$ cat src/rtl/ttrng_pkg.sv
// Shared constants, types and helpers for the SR-latch entropy reader.
package ttrng_pkg;

  localparam int unsigned BYTE_W         = 8;
  localparam int unsigned DEF_SAMPLE_DIV = 16;
  localparam int unsigned DEF_FIFO_DEPTH = 4;
  localparam int unsigned DEF_REP_LIMIT  = 32;

  // Von Neumann pair phase: waiting for the first or the second bit of a pair.
  typedef enum logic {
    PhFirst,
    PhSecond
  } pair_phase_e;

  // Width of a counter that can hold 0..depth inclusive.
  function automatic int unsigned fill_w(input int unsigned depth);
    return $clog2(depth) + 1;
  endfunction

endpackage

$ cat src/rtl/ttrng_reader_if.sv
// Byte read-out handshake between the reader and the pin-side consumer.
interface ttrng_reader_if;
  import ttrng_pkg::*;

  logic              rd_valid;
  logic              rd_ready;
  logic [BYTE_W-1:0] rd_data;

  modport master (output rd_valid, output rd_data, input rd_ready);
  modport slave  (input rd_valid, input rd_data, output rd_ready);

endinterface

$ cat src/rtl/ttrng_byte_fifo.sv
// Small synchronous byte FIFO; a push on a full FIFO is accepted when a pop
// frees the head slot in the same cycle.
module ttrng_byte_fifo
  import ttrng_pkg::*;
#(
  parameter int unsigned DEPTH = DEF_FIFO_DEPTH
) (
  input  logic                       clk,
  input  logic                       rst,
  input  logic                       push,
  input  logic [BYTE_W-1:0]          wdata,
  input  logic                       pop,
  output logic [BYTE_W-1:0]          rdata,
  output logic                       full,
  output logic                       empty,
  output logic [fill_w(DEPTH)-1:0]   count
);

  localparam int unsigned AW = $clog2(DEPTH);
  localparam logic [AW:0] FullCnt = (AW + 1)'(DEPTH);

  logic [BYTE_W-1:0] mem_q [DEPTH];
  logic [AW-1:0]     wr_ptr_q, rd_ptr_q;
  logic [AW:0]       count_q;
  logic              do_push, do_pop;

  assign empty   = (count_q == '0);
  assign full    = (count_q == FullCnt);
  assign do_pop  = pop && !empty;
  assign do_push = push && (!full || do_pop);
  assign count   = count_q;
  // Empty FIFO presents zero rather than stale storage.
  assign rdata   = empty ? '0 : mem_q[rd_ptr_q];

  // Pointers and occupancy; pointers wrap naturally since DEPTH is a power of two.
  always_ff @(posedge clk) begin
    if (rst) begin
      wr_ptr_q <= '0;
      rd_ptr_q <= '0;
      count_q  <= '0;
    end else begin
      if (do_push) wr_ptr_q <= wr_ptr_q + 1'b1;
      if (do_pop)  rd_ptr_q <= rd_ptr_q + 1'b1;
      case ({do_push, do_pop})
        2'b10:   count_q <= count_q + 1'b1;
        2'b01:   count_q <= count_q - 1'b1;
        default: ;
      endcase
    end
  end

  // Storage write; contents need no reset because reads are masked when empty.
  always_ff @(posedge clk) begin
    if (do_push) mem_q[wr_ptr_q] <= wdata;
  end

endmodule

$ cat src/rtl/ttrng_reader.sv
// Entropy reader: synchronise raw latch bit, sample at a divided rate,
// von Neumann debias, repetition-count health test, pack bytes into a FIFO.
module ttrng_reader
  import ttrng_pkg::*;
#(
  parameter int unsigned SAMPLE_DIV = DEF_SAMPLE_DIV,
  parameter int unsigned FIFO_DEPTH = DEF_FIFO_DEPTH,
  parameter int unsigned REP_LIMIT  = DEF_REP_LIMIT
) (
  input  logic                            clk,
  input  logic                            rst,
  input  logic                            raw_bit,
  input  logic                            enable,
  ttrng_reader_if.master                  rd,
  output logic [fill_w(FIFO_DEPTH)-1:0]   fill_level,
  output logic                            overflow,
  output logic                            health_fail
);

  localparam logic [15:0] DivLast = 16'(SAMPLE_DIV - 1);
  localparam logic [7:0]  RepLast = 8'(REP_LIMIT);

  logic [1:0]        sync_q;
  logic [15:0]       div_q, div_d;
  pair_phase_e       ph_q, ph_d;
  logic              first_q, first_d;
  logic              prev_q, prev_d;
  logic [7:0]        run_q, run_d;
  logic [BYTE_W-1:0] shift_q, shift_d;
  logic [2:0]        bit_cnt_q, bit_cnt_d;
  logic              health_q, health_d;
  logic              overflow_q;

  logic              sample, strobe, emit, emit_bit, push, pop;
  logic [BYTE_W-1:0] push_byte;
  logic              fifo_full, fifo_empty;

  assign sample = sync_q[1];
  assign strobe = enable && (div_q == DivLast);
  assign pop    = rd.rd_valid && rd.rd_ready;

  // Two-flop synchroniser for the asynchronous latch output.
  always_ff @(posedge clk) begin
    if (rst) sync_q <= '0;
    else     sync_q <= {sync_q[0], raw_bit};
  end

  // Sample-rate divider; held at zero while disabled.
  always_comb begin
    div_d = div_q + 16'd1;
    if (!enable || strobe) div_d = '0;
  end

  // Corrector phase, health run counter and packer next state.
  always_comb begin
    ph_d      = ph_q;
    first_d   = first_q;
    prev_d    = prev_q;
    run_d     = run_q;
    shift_d   = shift_q;
    bit_cnt_d = bit_cnt_q;
    health_d  = health_q;
    emit      = 1'b0;
    emit_bit  = 1'b0;
    push      = 1'b0;
    push_byte = shift_q;

    if (!enable) begin
      ph_d      = PhFirst;
      shift_d   = '0;
      bit_cnt_d = '0;
      run_d     = '0;
    end else if (strobe) begin
      prev_d = sample;
      // A zero run count means no previous sample since reset/disable.
      if (run_q == '0 || sample != prev_q) run_d = 8'd1;
      else if (run_q != RepLast)           run_d = run_q + 8'd1;
      if (run_d == RepLast) health_d = 1'b1;

      if (!health_d) begin
        unique case (ph_q)
          PhFirst: begin
            first_d = sample;
            ph_d    = PhSecond;
          end
          PhSecond: begin
            ph_d = PhFirst;
            if (first_q != sample) begin
              emit     = 1'b1;
              emit_bit = first_q;
            end
          end
          default: ph_d = PhFirst;
        endcase

        if (emit) begin
          // New bits enter at the MSB so the first bit ends up in bit 0.
          shift_d = {emit_bit, shift_q[BYTE_W-1:1]};
          if (bit_cnt_q == 3'd7) begin
            push      = 1'b1;
            push_byte = shift_d;
            shift_d   = '0;
            bit_cnt_d = '0;
          end else begin
            bit_cnt_d = bit_cnt_q + 3'd1;
          end
        end
      end
    end

    // A tripped health test freezes the packer until reset.
    if (health_d) begin
      ph_d      = PhFirst;
      shift_d   = '0;
      bit_cnt_d = '0;
    end
  end

  // State register for divider, corrector, packer, health and overflow flags.
  always_ff @(posedge clk) begin
    if (rst) begin
      div_q      <= '0;
      ph_q       <= PhFirst;
      first_q    <= 1'b0;
      prev_q     <= 1'b0;
      run_q      <= '0;
      shift_q    <= '0;
      bit_cnt_q  <= '0;
      health_q   <= 1'b0;
      overflow_q <= 1'b0;
    end else begin
      div_q      <= div_d;
      ph_q       <= ph_d;
      first_q    <= first_d;
      prev_q     <= prev_d;
      run_q      <= run_d;
      shift_q    <= shift_d;
      bit_cnt_q  <= bit_cnt_d;
      health_q   <= health_d;
      if (push && fifo_full && !pop) overflow_q <= 1'b1;
    end
  end

  ttrng_byte_fifo #(
    .DEPTH (FIFO_DEPTH)
  ) u_fifo (
    .clk   (clk),
    .rst   (rst),
    .push  (push),
    .wdata (push_byte),
    .pop   (pop),
    .rdata (rd.rd_data),
    .full  (fifo_full),
    .empty (fifo_empty),
    .count (fill_level)
  );

  assign rd.rd_valid = !fifo_empty;
  assign overflow    = overflow_q;
  assign health_fail = health_q;

endmodule
$ cat src/flat_wrapper.sv
// flat-port wrapper written by rule: the top's interface ports become plain ports
module ttrng_reader_flat import ttrng_pkg::*;
#(
  parameter int unsigned SAMPLE_DIV = DEF_SAMPLE_DIV,
  parameter int unsigned FIFO_DEPTH = DEF_FIFO_DEPTH,
  parameter int unsigned REP_LIMIT  = DEF_REP_LIMIT
)
  (clk, rst, raw_bit, enable, fill_level, overflow, health_fail, rd_rd_valid, rd_rd_data, rd_rd_ready);
  ttrng_reader_if rd_i ();
  input  logic clk;
  input  logic rst;
  input  logic raw_bit;
  input  logic enable;
  output logic [fill_w(FIFO_DEPTH)-1:0] fill_level;
  output logic overflow;
  output logic health_fail;
  output wire logic [$bits(rd_i.rd_valid)-1:0] rd_rd_valid;
  output wire logic [$bits(rd_i.rd_data)-1:0] rd_rd_data;
  input wire logic [$bits(rd_i.rd_ready)-1:0] rd_rd_ready;
  assign rd_rd_valid = rd_i.rd_valid;
  assign rd_rd_data = rd_i.rd_data;
  assign rd_i.rd_ready = rd_rd_ready;
  ttrng_reader #(.SAMPLE_DIV(SAMPLE_DIV), .FIFO_DEPTH(FIFO_DEPTH), .REP_LIMIT(REP_LIMIT)) u_core (.clk(clk), .rst(rst), .raw_bit(raw_bit), .enable(enable), .rd(rd_i), .fill_level(fill_level), .overflow(overflow), .health_fail(health_fail));
endmodule
$ cat config.mk
export PLATFORM = sky130hd
export DESIGN_NAME = ttrng_reader_flat
export DESIGN_NICKNAME = d
export VERILOG_FILES = /design/src/rtl/ttrng_pkg.sv /design/src/rtl/ttrng_reader_if.sv /design/src/rtl/ttrng_byte_fifo.sv /design/src/rtl/ttrng_reader.sv /design/src/flat_wrapper.sv
export SDC_FILE = /design/constraint.sdc
export NUM_CORES = 1
export LEC_CHECK = 0
export BUFFER_PORTS_ARGS = -buffer_cell sky130_fd_sc_hd__clkbuf_2
export CAP_MARGIN = 20
export CORE_MARGIN = 10
export CORE_UTILIZATION = 65
export CTS_CLUSTER_SIZE = 12
export DETAILED_ROUTE_END_ITERATION = 10
export PLACE_DENSITY = 0.92
export SLEW_MARGIN = 20
export SYNTH_ARGS = -nofsm -noshare
export SYNTH_HDL_FRONTEND = slang
export SYNTH_SLANG_ARGS = --single-unit
$ cat constraint.sdc
create_clock -name clk -period 4.8 [get_ports clk]
set_input_delay 0.96 -clock clk [delete_from_list [all_inputs] [get_ports clk]]
set_output_delay 0.96 -clock clk [all_outputs]
set_load 0.01 [all_outputs]
# Word-level counts from Yosys, hierarchy flattened
# Memory sizes are Yosys's and may differ from the RTL's. A register that Yosys moved wholly into a read port is not among the register bits.
# Cells that the tools add are included.
[op_classes]
addsub = 7
n_eq_ne = 9
n_mux = 35
bitwise = 3
reduce_logical = 23
[op_table]
columns = ["operator", "count"]
rows = [
  ["8-bit two-way mux", 11],
  ["1-bit two-way mux", 19],
  ["16-bit by 1-bit adder with 16-bit output, second input constant", 1],
  ["16-bit by 4-bit == test with 1-bit output, second input constant", 1],
  ["8-bit by 1-bit adder with 8-bit output, second input constant", 1],
  ["8-bit by 6-bit == test with 1-bit output, second input constant", 1],
  ["8-bit zero test", 1],
  ["8-bit by 6-bit != test with 1-bit output, second input constant", 1],
  ["3-bit by 1-bit adder with 3-bit output, second input constant", 2],
  ["3-bit == test, second input constant", 2],
  ["1-bit logical AND", 6],
  ["3-bit one-hot mux with 2 select lines", 1],
  ["2-bit by 1-bit adder with 2-bit output, second input constant", 2],
  ["1-bit zero test", 4],
  ["2-bit two-way mux", 2],
  ["2-bit AND reduction", 2],
  ["4-bit AND reduction", 1],
  ["2-bit OR reduction", 2],
  ["3-bit zero test", 1],
  ["1-bit logical OR", 3],
  ["3-bit two-way mux", 1],
  ["1-bit NOT", 3],
  ["3-bit AND reduction", 1],
  ["3-bit OR reduction", 1],
  ["6 further kinds", 7],
]
[totals]
reg_bits = 49
ramBits = 32
inputBits = 5
output_inout_bits = 14
word_cells = 91
mem_count = 1
[mem_list]
columns = ["memory", "words", "word_bits", "rd", "rd_ports_with_merged_regs", "wr", "line", "source"]
rows = [
  ["u_core.u_fifo.mem_q", 4, 8, 1, 1, 1, "ttrng_byte_fifo.sv:22", "logic [BYTE_W-1:0] mem_q [DEPTH];"],
]

# Longest topological paths before layout
# Gate-level depths: netlist of run 1.
[depth]
depth_word = 19
mapped_depth = 11
ltp_nobuf = 11

# Modules after synthesis
# Synthesis of run 1 repeated with hierarchy kept, for this count alone.
[hier_totals]
hier_cells = 369
area_unflattened_um2 = 4016.4
[modules_own_cells]
columns = ["mod", "n_inst", "cells_each", "area_each_um2", "seq_area_each_um2"]
rows = [
  ["ttrng_reader", 1, 264, 2309.7, 840.8],
  ["ttrng_byte_fifo", 1, 105, 1706.6, 1141.1],
]

# Worst setup path before layout of run 1
# Ideal clock, no wire load.
[synth_path]
path_type = "flip-flop to flip-flop"
from = "register u_core.run_q[0]"
to = "register u_core.u_fifo.count_q[2] (netlist: u_core.u_fifo.count[2])"
setup_time_ns = 0.121
arrival_ns = 2.648
required_time_ns = 4.679
slack_ns = 2.031
path_stages_with_launch = 12
path_buffers = 0
synth_period_minus_slack_ns = 2.769
cell_sequence = "dfxtp_1 > inv_1 > ha_1 > and3b_1 > a32oi_1 > o22ai_1 > o2111ai_2 > a21oi_1 > fa_1 > a211oi_1 > a31oi_1 > mux2_2"
[synth_via]
elab_chain_len = 15
word_cells_on_any_way = 20
cone_classes = "add/sub: 1; eq/ne: 4; mux: 11; reduce/logical: 4"
[synth_rtl]
columns = ["element", "line", "source"]
rows = [
  ["from (decl)", "ttrng_reader.sv:28", "logic [7:0] run_q, run_d;"],
  ["from (signal assigned)", "ttrng_reader.sv:136", "run_q <= run_d;"],
  ["8-bit by 1-bit adder with 8-bit output, or another cell as far along", "ttrng_reader.sv:77", "else if (run_q != RepLast) run_d = run_q + 8'd1;"],
  ["8-bit two-way mux or 1-bit logical OR (tied branches)", "ttrng_reader.sv:77, ttrng_reader.sv:76", ""],
  ["8-bit two-way mux (*)", "ttrng_reader.sv:76", "if (run_q == '0 || sample != prev_q) run_d = 8'd1;"],
  ["8-bit two-way mux (*)", "ttrng_reader.sv:73", "end else if (strobe) begin"],
  ["8-bit two-way mux (*)", "ttrng_reader.sv:68", "if (!enable) begin"],
  ["8-bit by 6-bit == test with 1-bit output (*)", "ttrng_reader.sv:78", "if (run_d == RepLast) health_d = 1'b1;"],
  ["1-bit two-way mux (*)", "ttrng_reader.sv:78", ""],
  ["1-bit two-way mux (*)", "ttrng_reader.sv:73", ""],
  ["1-bit two-way mux (*)", "ttrng_reader.sv:68", ""],
  ["1-bit two-way mux (*)", "ttrng_reader.sv:80", "if (!health_d) begin"],
  ["1-bit two-way mux (*)", "ttrng_reader.sv:73", ""],
  ["1-bit two-way mux (*)", "ttrng_reader.sv:68", ""],
  ["1-bit logical AND (*)", "ttrng_byte_fifo.sv:30", "assign do_push = push && (!full || do_pop);"],
  ["2-bit by 1-bit == test with 1-bit output or 2-bit == test (tied branches)", "ttrng_byte_fifo.sv:44", "case ({do_push, do_pop})"],
  ["3-bit one-hot mux with 2 select lines or 2-bit nonzero test (tied branches)", "n/a", ""],
  ["to (signal assigned)", "ttrng_byte_fifo.sv:45", "2'b10: count_q <= count_q + 1'b1;"],
  ["to (signal assigned)", "ttrng_byte_fifo.sv:46", "2'b01: count_q <= count_q - 1'b1;"],
  ["to (decl)", "ttrng_byte_fifo.sv:24", "logic [AW:0] count_q;"],
]
# Mark *: on every way between the ends. The rest lies on a longest branch, timed or not. The select of a mux whose other input is x is not followed.
# A chain may end at the register's enable or synchronous reset.

# Worst setup path after layout of run 1
[layout_path]
from = "register u_core.run_q[0]"
to = "memory u_core.u_fifo.mem_q[2][7] (data pin)"
[layout_via]
elab_chain_len = 12
word_cells_on_any_way = 15
cone_classes = "add/sub: 1; eq/ne: 2; mux: 10; reduce/logical: 2"
[layout_rtl]
columns = ["element", "line", "source"]
rows = [
  ["8-bit by 1-bit adder with 8-bit output, or another cell as far along", "ttrng_reader.sv:77", ""],
  ["8-bit two-way mux or 1-bit logical OR (tied branches)", "ttrng_reader.sv:77, ttrng_reader.sv:76", ""],
  ["8-bit two-way mux (*)", "ttrng_reader.sv:76", ""],
  ["8-bit two-way mux (*)", "ttrng_reader.sv:73", ""],
  ["8-bit two-way mux (*)", "ttrng_reader.sv:68", ""],
  ["8-bit by 6-bit == test with 1-bit output (*)", "ttrng_reader.sv:78", ""],
  ["1-bit two-way mux (*)", "ttrng_reader.sv:78", ""],
  ["1-bit two-way mux (*)", "ttrng_reader.sv:73", ""],
  ["1-bit two-way mux (*)", "ttrng_reader.sv:68", ""],
  ["8-bit two-way mux (*)", "ttrng_reader.sv:80", ""],
  ["8-bit two-way mux (*)", "ttrng_reader.sv:73", ""],
  ["8-bit two-way mux (*)", "ttrng_reader.sv:68", ""],
  ["named net u_core.push_byte[7]", "ttrng_reader.sv:35", "logic [BYTE_W-1:0] push_byte;"],
  ["to (decl)", "ttrng_byte_fifo.sv:22", ""],
]
# The timed path passes the listed nets; every way through them passes the cells marked *. The select of a mux whose other input is x is not followed.

==> results of run 1 <==
[area by class of cell]
class | count | share of cell area, %
Clock buffer | 10 | 3.08
Inverter | 11 | 0.995
Multi-Input combinational cell | 245 | 42.1
Clock inverter | 6 | 1.75
Sequential cell | 83 | 47.8
Timing Repair Buffer | 18 | 2.17
Tap cell | 72 | 2.17
[kinds of logic (layout without fill, tap and decap cells)]
family | count (synthesis) | in the layout
simple gates | 143 | 143
flops | 83 | 83
compound gates | 52 | 52
buf+inv | 29 | 45
mux | 20 | 20
xor+xnor | 19 | 19
fa+ha+maj | 11 | 11
[power groups by stage]
stage	combinational, mW	sequential, mW	clock (mW)
2_1_floorplan	0.171	0.773	0
3_3_place_gp	0.243	0.788	0
3_5_place_dp	0.254	0.789	0
4_1_cts	0.256	0.773	0.516
5_1_grt	0.277	0.778	0.550
6_report	0.252	0.773	0.510
[registers in the layout, indices dropped and copies added (netlist names), 2 cells and up, named ones only]
name and count:
u_core.bit_cnt_q 3, u_core.div_q 16, u_core.run_q 8, u_core.shift_q 8, u_core.sync_q 2, u_core.u_fifo.count 3, u_core.u_fifo.mem_q 32, u_core.u_fifo.rd_ptr_q 2
u_core.u_fifo.wr_ptr_q 2
[synth_stat cells, types with 3 or more instances]
library cell,count,area [µm²]
dfxtp_1,51,1020
clkbuf_1,13,48.8
nand3b_1,5,37.5
nand2_1,22,82.6
nand3_1,11,55.1
and3_1,6,37.5
nand4_1,3,18.8
a31oi_1,3,18.8
ha_1,10,125
inv_1,11,41.3
and2_1,12,75.1
nor3_1,5,25.0
nor2_1,39,146
o21ai_0,11,55.1
xnor2_1,10,87.6
edfxtp_1,32,961
nand2b_1,3,18.8
xor2_1,9,78.8
buf_2,3,15.0
a21oi_1,23,115
mux2i_1,3,30.0
mux4_2,8,180
mux2_2,9,101
or3b_1,7,61.3
nor2b_1,7,43.8
or3_1,8,50.1
[stage by stage]
stage | std cells | util [%] | hold WS (ns) | setup slack (ns) | power, mW
floorplan | 357 | - | 0.413 | 2.03 | 0.943
global placement | 429 | 70.0 | 0.428 | 1.78 | 1.03
detailed placement | 429 | 70.0 | 0.436 | 1.65 | 1.04
CTS | 445 | 73.5 | 0.458 | 1.62 | 1.55
global route | 445 | 73.5 | 0.462 | 1.25 | 1.61
finish | 445 | 73.5 | 0.453 | 1.59 | 1.54
[metal layers]
layer	global-route usage (%)	up-vias	wire [µm]	part of all wire, %
met5	0	-	0	0
met3	4.61	8	487	6.4
met4	5.64	0	75	0.98
met2	25.8	87	3720	49
met1	20.9	1304	3360	44
li1	-	1295	-	-
[worst min-delay path by stage]
stage                                 from               end  slack, ns  depth (start not counted)
after global routing      u_core.sync_q[0]  u_core.sync_q[1]       0.46                          1
after floorplan            u_core.div_q[0]   u_core.div_q[0]       0.41                          1
final                     u_core.sync_q[0]  u_core.sync_q[1]       0.45                          1
after detailed placement  u_core.sync_q[0]  u_core.sync_q[1]       0.44                          1
after CTS                 u_core.sync_q[0]  u_core.sync_q[1]       0.46                          1
after global placement    u_core.sync_q[0]  u_core.sync_q[1]       0.43                          1
==> impl_metrics.yaml, run 1 <==
yosys:
  synthSimpleGateAreaFrac_pct: 20.8
  ys_types: 53
  ys_async_sr_fraction_pct: 0
  seq_area_frac_synth_pct: 51.5
  muxShareOfSynthArea_pct: 8.09
  synth_area_per_cell_um2: 10.8
  synth_compound_area_share_pct: 8.36
  syn_nets: 373
  synth-seq-cells: 83
  yosys_most_used_dff: "dfxtp_1"
  syn_area_um2: 3850
  synthAdderAreaFrac_pct: 3.77
  synthXorXnorAreaFrac_pct: 4.32
  synth_top_family_by_area: "simple AND/OR/NAND/NOR gates"
  yosysWarnings: 0
  synth_edf_count: 32
  syn-instance-count: 357
detailed_routing:
  via_per_inst: 6.05
  firstDrtPassIters: 5
  route.detailed.drc: 0
  avgRoutedWirePerCell_um: 17.2
  ant_nets: 0
  drt_iter0_drc: 257
  vias: 2694
  wl_um: 7640
power_and_ir_drop:
  power.clock.fraction_pct: 33.2
  p_sw_share_pct: 28.1
  p_comb_share_pct: 16.4
  ir_drop_mv: 0.277
  power_density_nw_per_um2: 370
  power.switching_mw: 0.431
  leakagePower_nw: 1.36
  internal_power_mw: 1.10
  seq_power_share_pct: 50.4
setup_path:
  r2r_start: "u_core.run_q[0]"
  cp-endpoint: "u_core.u_fifo.mem_q[2][7]"
  ff2ff_path_depth: 8
  startpoint_type: "register"
  crit_family: "compound AO/OA/AOI/OAI gates"
  path_class: "register to register"
  end_kind: "register"
  cp.depth: 8
  critical_path.cell_chain: "inv_1 -> ha_1 -> and3b_1 -> a32oi_1 -> o22ai_1 -> o2111ai_2 -> nand4_1 -> o21ai_0"
  worstPathArrival_ns: 3.31
  crit_path_start: "u_core.run_q[0]"
  crit_required_ns: 4.90
  slowest_stage: "o21ai_0"
  slowest_delay_ns: 0.55
  cp_num_buf_inv: 1
  r2r-end: "u_core.u_fifo.mem_q[2][7]"
  reg2reg_setup_slack_ns: 1.59
  crit_fanout: 11
sta:
  rsz0062_at_grt: "no"
  worst_pin_slew_ns: 0.655
  post-route-period-util_pct: 66.9
  maxSlewHeadroom_pct: 56.2
  slew_viol_final: 0
  fin_crit_ns: 3.21
  setup_viol: 0
  fin_setup_tns_ns: 0
  hold_viol_final: 0
  fmax_mhz: 311
  skew_ns: 0.0122
placed_design:
  place_area_um2: 3950
  gp_congestion: 0.918
  port_buffers: 18
  dp_hpwl_um: 5180
final_layout:
  finalNetCount: 384
  fill_cells: 378
  drive_above_1_share_pct: 16.4
  multi_input_area_um2: 1750
  regArea_um2: 1980
  layout_common_cells: "dfxtp_1, nor2_1, edfxtp_1"
  final_common_cell: "dfxtp_1"
  diodes: 0
  area_growth_pct: 7.80
  fin_area_um2: 4150
clock_network:
  cts.sinks: 83
  hold_buffers: 0
  cts.path.max_buffers: 2
  cts_resized: 0
  clock_latency_ns: 0.35
  post_cts.repair.setup_buffers: 0
  cts_made_buffers: 9
  cts_tree: "built"
  htree_levels: 3
  clk_pin_slew_ns: 0.09
  root_buffer: "clkbuf_8"
die:
  die_y_um: 97.0
  start_util_pct: 68.2
  die_w_um: 97.0
  coreArea_um2: 5640
  rows: 27
  die_area_um2: 9400
  io-pin-count: 19
grt:
  grt_antenna_before_repair: 0
  grt_first_pass_wirelength_um: 12900
  grt_pass1_vias: 2581
  overflow: 0
  grt_max_degree: 21
  grt_util_all_layers_pct: 16.3
worst_hold_path:
  holdCritPathClass: "register to register"
run:
  cap_viol_max_count: 0
run_status:
  outcome: "finished, final reports clean"
Note: power is estimated with default switching activity, not from simulation.
==> run 2: changes to the inputs <==
Settings changed: ABC_AREA set to 1, CORE_UTILIZATION 65 to 55, PLACE_DENSITY 0.92 to 0.83.
Clock period 4.8 ns to 2.84 ns, I/O delays scaled along.
==> run 2 against run 1 <==
Routed wire length is 2.0% lower. Setup slack worse by 1.3 ns. Die area is 17% higher. Synthesized cell count is 31% higher. Worst hold slack worse by 0.052 ns. Final cell count is 34% higher. Synthesized area is 2.4% higher. Design area is 5.0% higher. Clock skew is 0.0038 ns lower. Via count is 15% higher. Non-clock buffer count is 6 higher. Critical path depth is 4 lower. Critical path type is now register to output pin. Highest routed layer unchanged.
==> impl_metrics.yaml, run 2 <==
die:
  die_area_um2: 11000
  coreArea_um2: 6870
  die_y_um: 105
  rows: 30
  start_util_pct: 57.4
  io-pin-count: 19
  die_w_um: 105
yosys:
  synth_top_family_by_area: "simple AND/OR/NAND/NOR gates"
  ys_top_cells_by_area: "dfxtp_1, edfxtp_1, nor2_1"
  synth-seq-cells: 83
  ys_async_sr_fraction_pct: 0
  synth_area_per_cell_um2: 8.40
  synth.most_common_cell: "nor2_1"
  synthSimpleGateAreaFrac_pct: 23.2
  yosysWarnings: 0
  synthXorXnorAreaFrac_pct: 1.78
  syn_nets: 485
  syn_area_um2: 3940
  synth_top_area_cell: "dfxtp_1"
  seq_area_frac_synth_pct: 50.3
  synth_commonest_cells: "nor2_1, inv_1, nand2_1"
  yosys_most_used_dff: "dfxtp_1"
  synth_edf_count: 32
  muxShareOfSynthArea_pct: 0
  synth_compound_area_share_pct: 12.9
  ys_types: 37
  yosysTopAreaCellShare_pct: 25.9
  synthAdderAreaFrac_pct: 3.68
  syn-instance-count: 469
clock_network:
  hold_buffers: 0
  cts.sinks: 83
  cts.path.max_buffers: 2
  cts_resized: 0
  root_buffer: "clkbuf_8"
  cts_tree: "built"
  cts_made_buffers: 9
  clk_pin_slew_ns: 0.09
  post_cts.repair.setup_buffers: 0
  htree_levels: 3
  clock_latency_ns: 0.35
grt:
  grt_first_pass_wirelength_um: 13000
  grt_antenna_before_repair: 0
  overflow: 0
  grt_util_all_layers_pct: 13.9
  grt_max_degree: 23
  grt_pass1_vias: 2969
  use_met1_pct: 16.4
  grt.met3_usage_pct: 2.95
  use_met2_pct: 23.8
  gr-max-usage-layer: "met2"
setup_path:
  path_class: "register to output pin"
  startpoint_type: "register"
  r2r-end: "u_core.u_fifo.mem_q[2][4]"
  worstPathArrival_ns: 1.95
  crit_fanout: 17
  ff2ff_path_depth: 12
  end_kind: "output pin"
  r2r_start: "u_core.div_q[0]"
  crit_required_ns: 2.27
  reg2reg_setup_slack_ns: 0.35
detailed_routing:
  firstDrtPassIters: 4
  ant_nets: 0
  vias: 3085
  wl_um: 7480
  route.detailed.drc: 0
  avgRoutedWirePerCell_um: 12.5
  via_per_inst: 5.18
  drt_iter0_drc: 134
final_layout:
  fill_cells: 553
  top_register: "u_core.u_fifo.mem_q"
  largest_reg_flops: 32
  drive_above_1_share_pct: 15.2
  diodes: 0
  fin_area_um2: 4360
  multi_input_area_um2: 1640
  regArea_um2: 1980
  final_common_cell: "nor2_1"
  layout_common_cells: "nor2_1, inv_1, nand2_1"
  finalNetCount: 511
  reg.largest.list: "u_core.u_fifo.mem_q (32), u_core.div_q (16)"
  area_growth_pct: 10.6
placed_design:
  post-place-ws_ns: 0.338
  dp_hpwl_um: 5450
  port_buffers: 18
  gp_congestion: 0.836
  place_area_um2: 4150
sta:
  post-route-period-util_pct: 88.5
  setup_viol: 0
  setup_slack_ns: 0.326
  rsz0062_at_grt: "no"
  skew_ns: 0.00842
  fmax_mhz: 398
  hold_viol_final: 0
  whs_ns: 0.401
  maxSlewHeadroom_pct: 60.2
  fin_crit_ns: 2.51
  slew_viol_final: 0
  worst_pin_slew_ns: 0.595
  fin_setup_tns_ns: 0
worst_hold_path:
  holdCritPathClass: "input pin to register"
  min_from: "raw_bit"
  min_to: "u_core.sync_q[0]"
  worstHoldPathCells: 3
power_and_ir_drop:
  power_density_nw_per_um2: 619
  ir_drop_mv: 0.268
  leakagePower_nw: 1.71
  power_mw: 2.70
run:
  cap_viol_max_count: 0
run_status:
  outcome: "finished, final reports clean"
[run 2: cell types whose count changed after synthesis, sizes merged, moves of 10 or more]
cell	before	now
inv	11	70
nand2	22	57
nand3	11	23
and2	12	2
nor2	39	107
o21ai	11	35
[run 2: layer usage]
metal  up-vias  part of all wire (%)
li1       1590                     -
met1      1404                    45
met2        80                    49
met3        11                   5.1
met4         0                   1.3
met5         -                     0
[run 2: worst max-delay path, cell delays in order (launching register included)]
cell      delay [ns]
dfxtp_1         0.69
inv_1           0.36
o21ai_0         0.28
a21oi_1         0.12
clkbuf_2        0.15
[run 2: worst max-delay path by stage]
stage               startpoint                         to  slack [ns]
3_5_place_dp   u_core.div_q[0]     u_core.u_fifo.count[2]        0.34
3_3_place_gp   u_core.run_q[0]     u_core.u_fifo.count[2]        0.47
6_report              register              rd_rd_data[1]        0.33
5_1_grt        u_core.div_q[0]     u_core.u_fifo.count[2]        0.07
2_1_floorplan  u_core.div_q[0]  u_core.u_fifo.mem_q[0][0]        0.49
4_1_cts               register              rd_rd_data[1]        0.34
[run 2: final cells by class]
class	instances	area share [%]
flip-flops and latches	83	45.5
multi-input cells	304	37.6
inverters	73	6.29
repair buffers	24	3.10
clock buffers	9	2.84
well taps	96	2.76
clock inverters	7	1.89
[run 2: logic make-up (layout without fill, tap and decap cells)]
logic type,count (synthesis),after routing
buffers and inverters,82,113
flip-flops,83,83
AND/OR/NAND/NOR,206,206
adder cells (fa/ha/maj),11,11
AO/OA/AOI/OAI,79,79
XOR/XNOR,8,8
[run 2: report_power, final]
part	leakage, nW	switching, mW	internal, mW
combinational	0.931	0.327	0.171
clock	0.0984	0.462	0.420
sequential	0.685	0.0564	1.26
[run 2: metrics by stage]
stage          instances  utilization [%]
2_1_floorplan        469                -
3_3_place_gp         580             60.4
3_5_place_dp         580             60.4
5_1_grt              596             63.4
4_1_cts              596             63.4
6_report             596             63.4
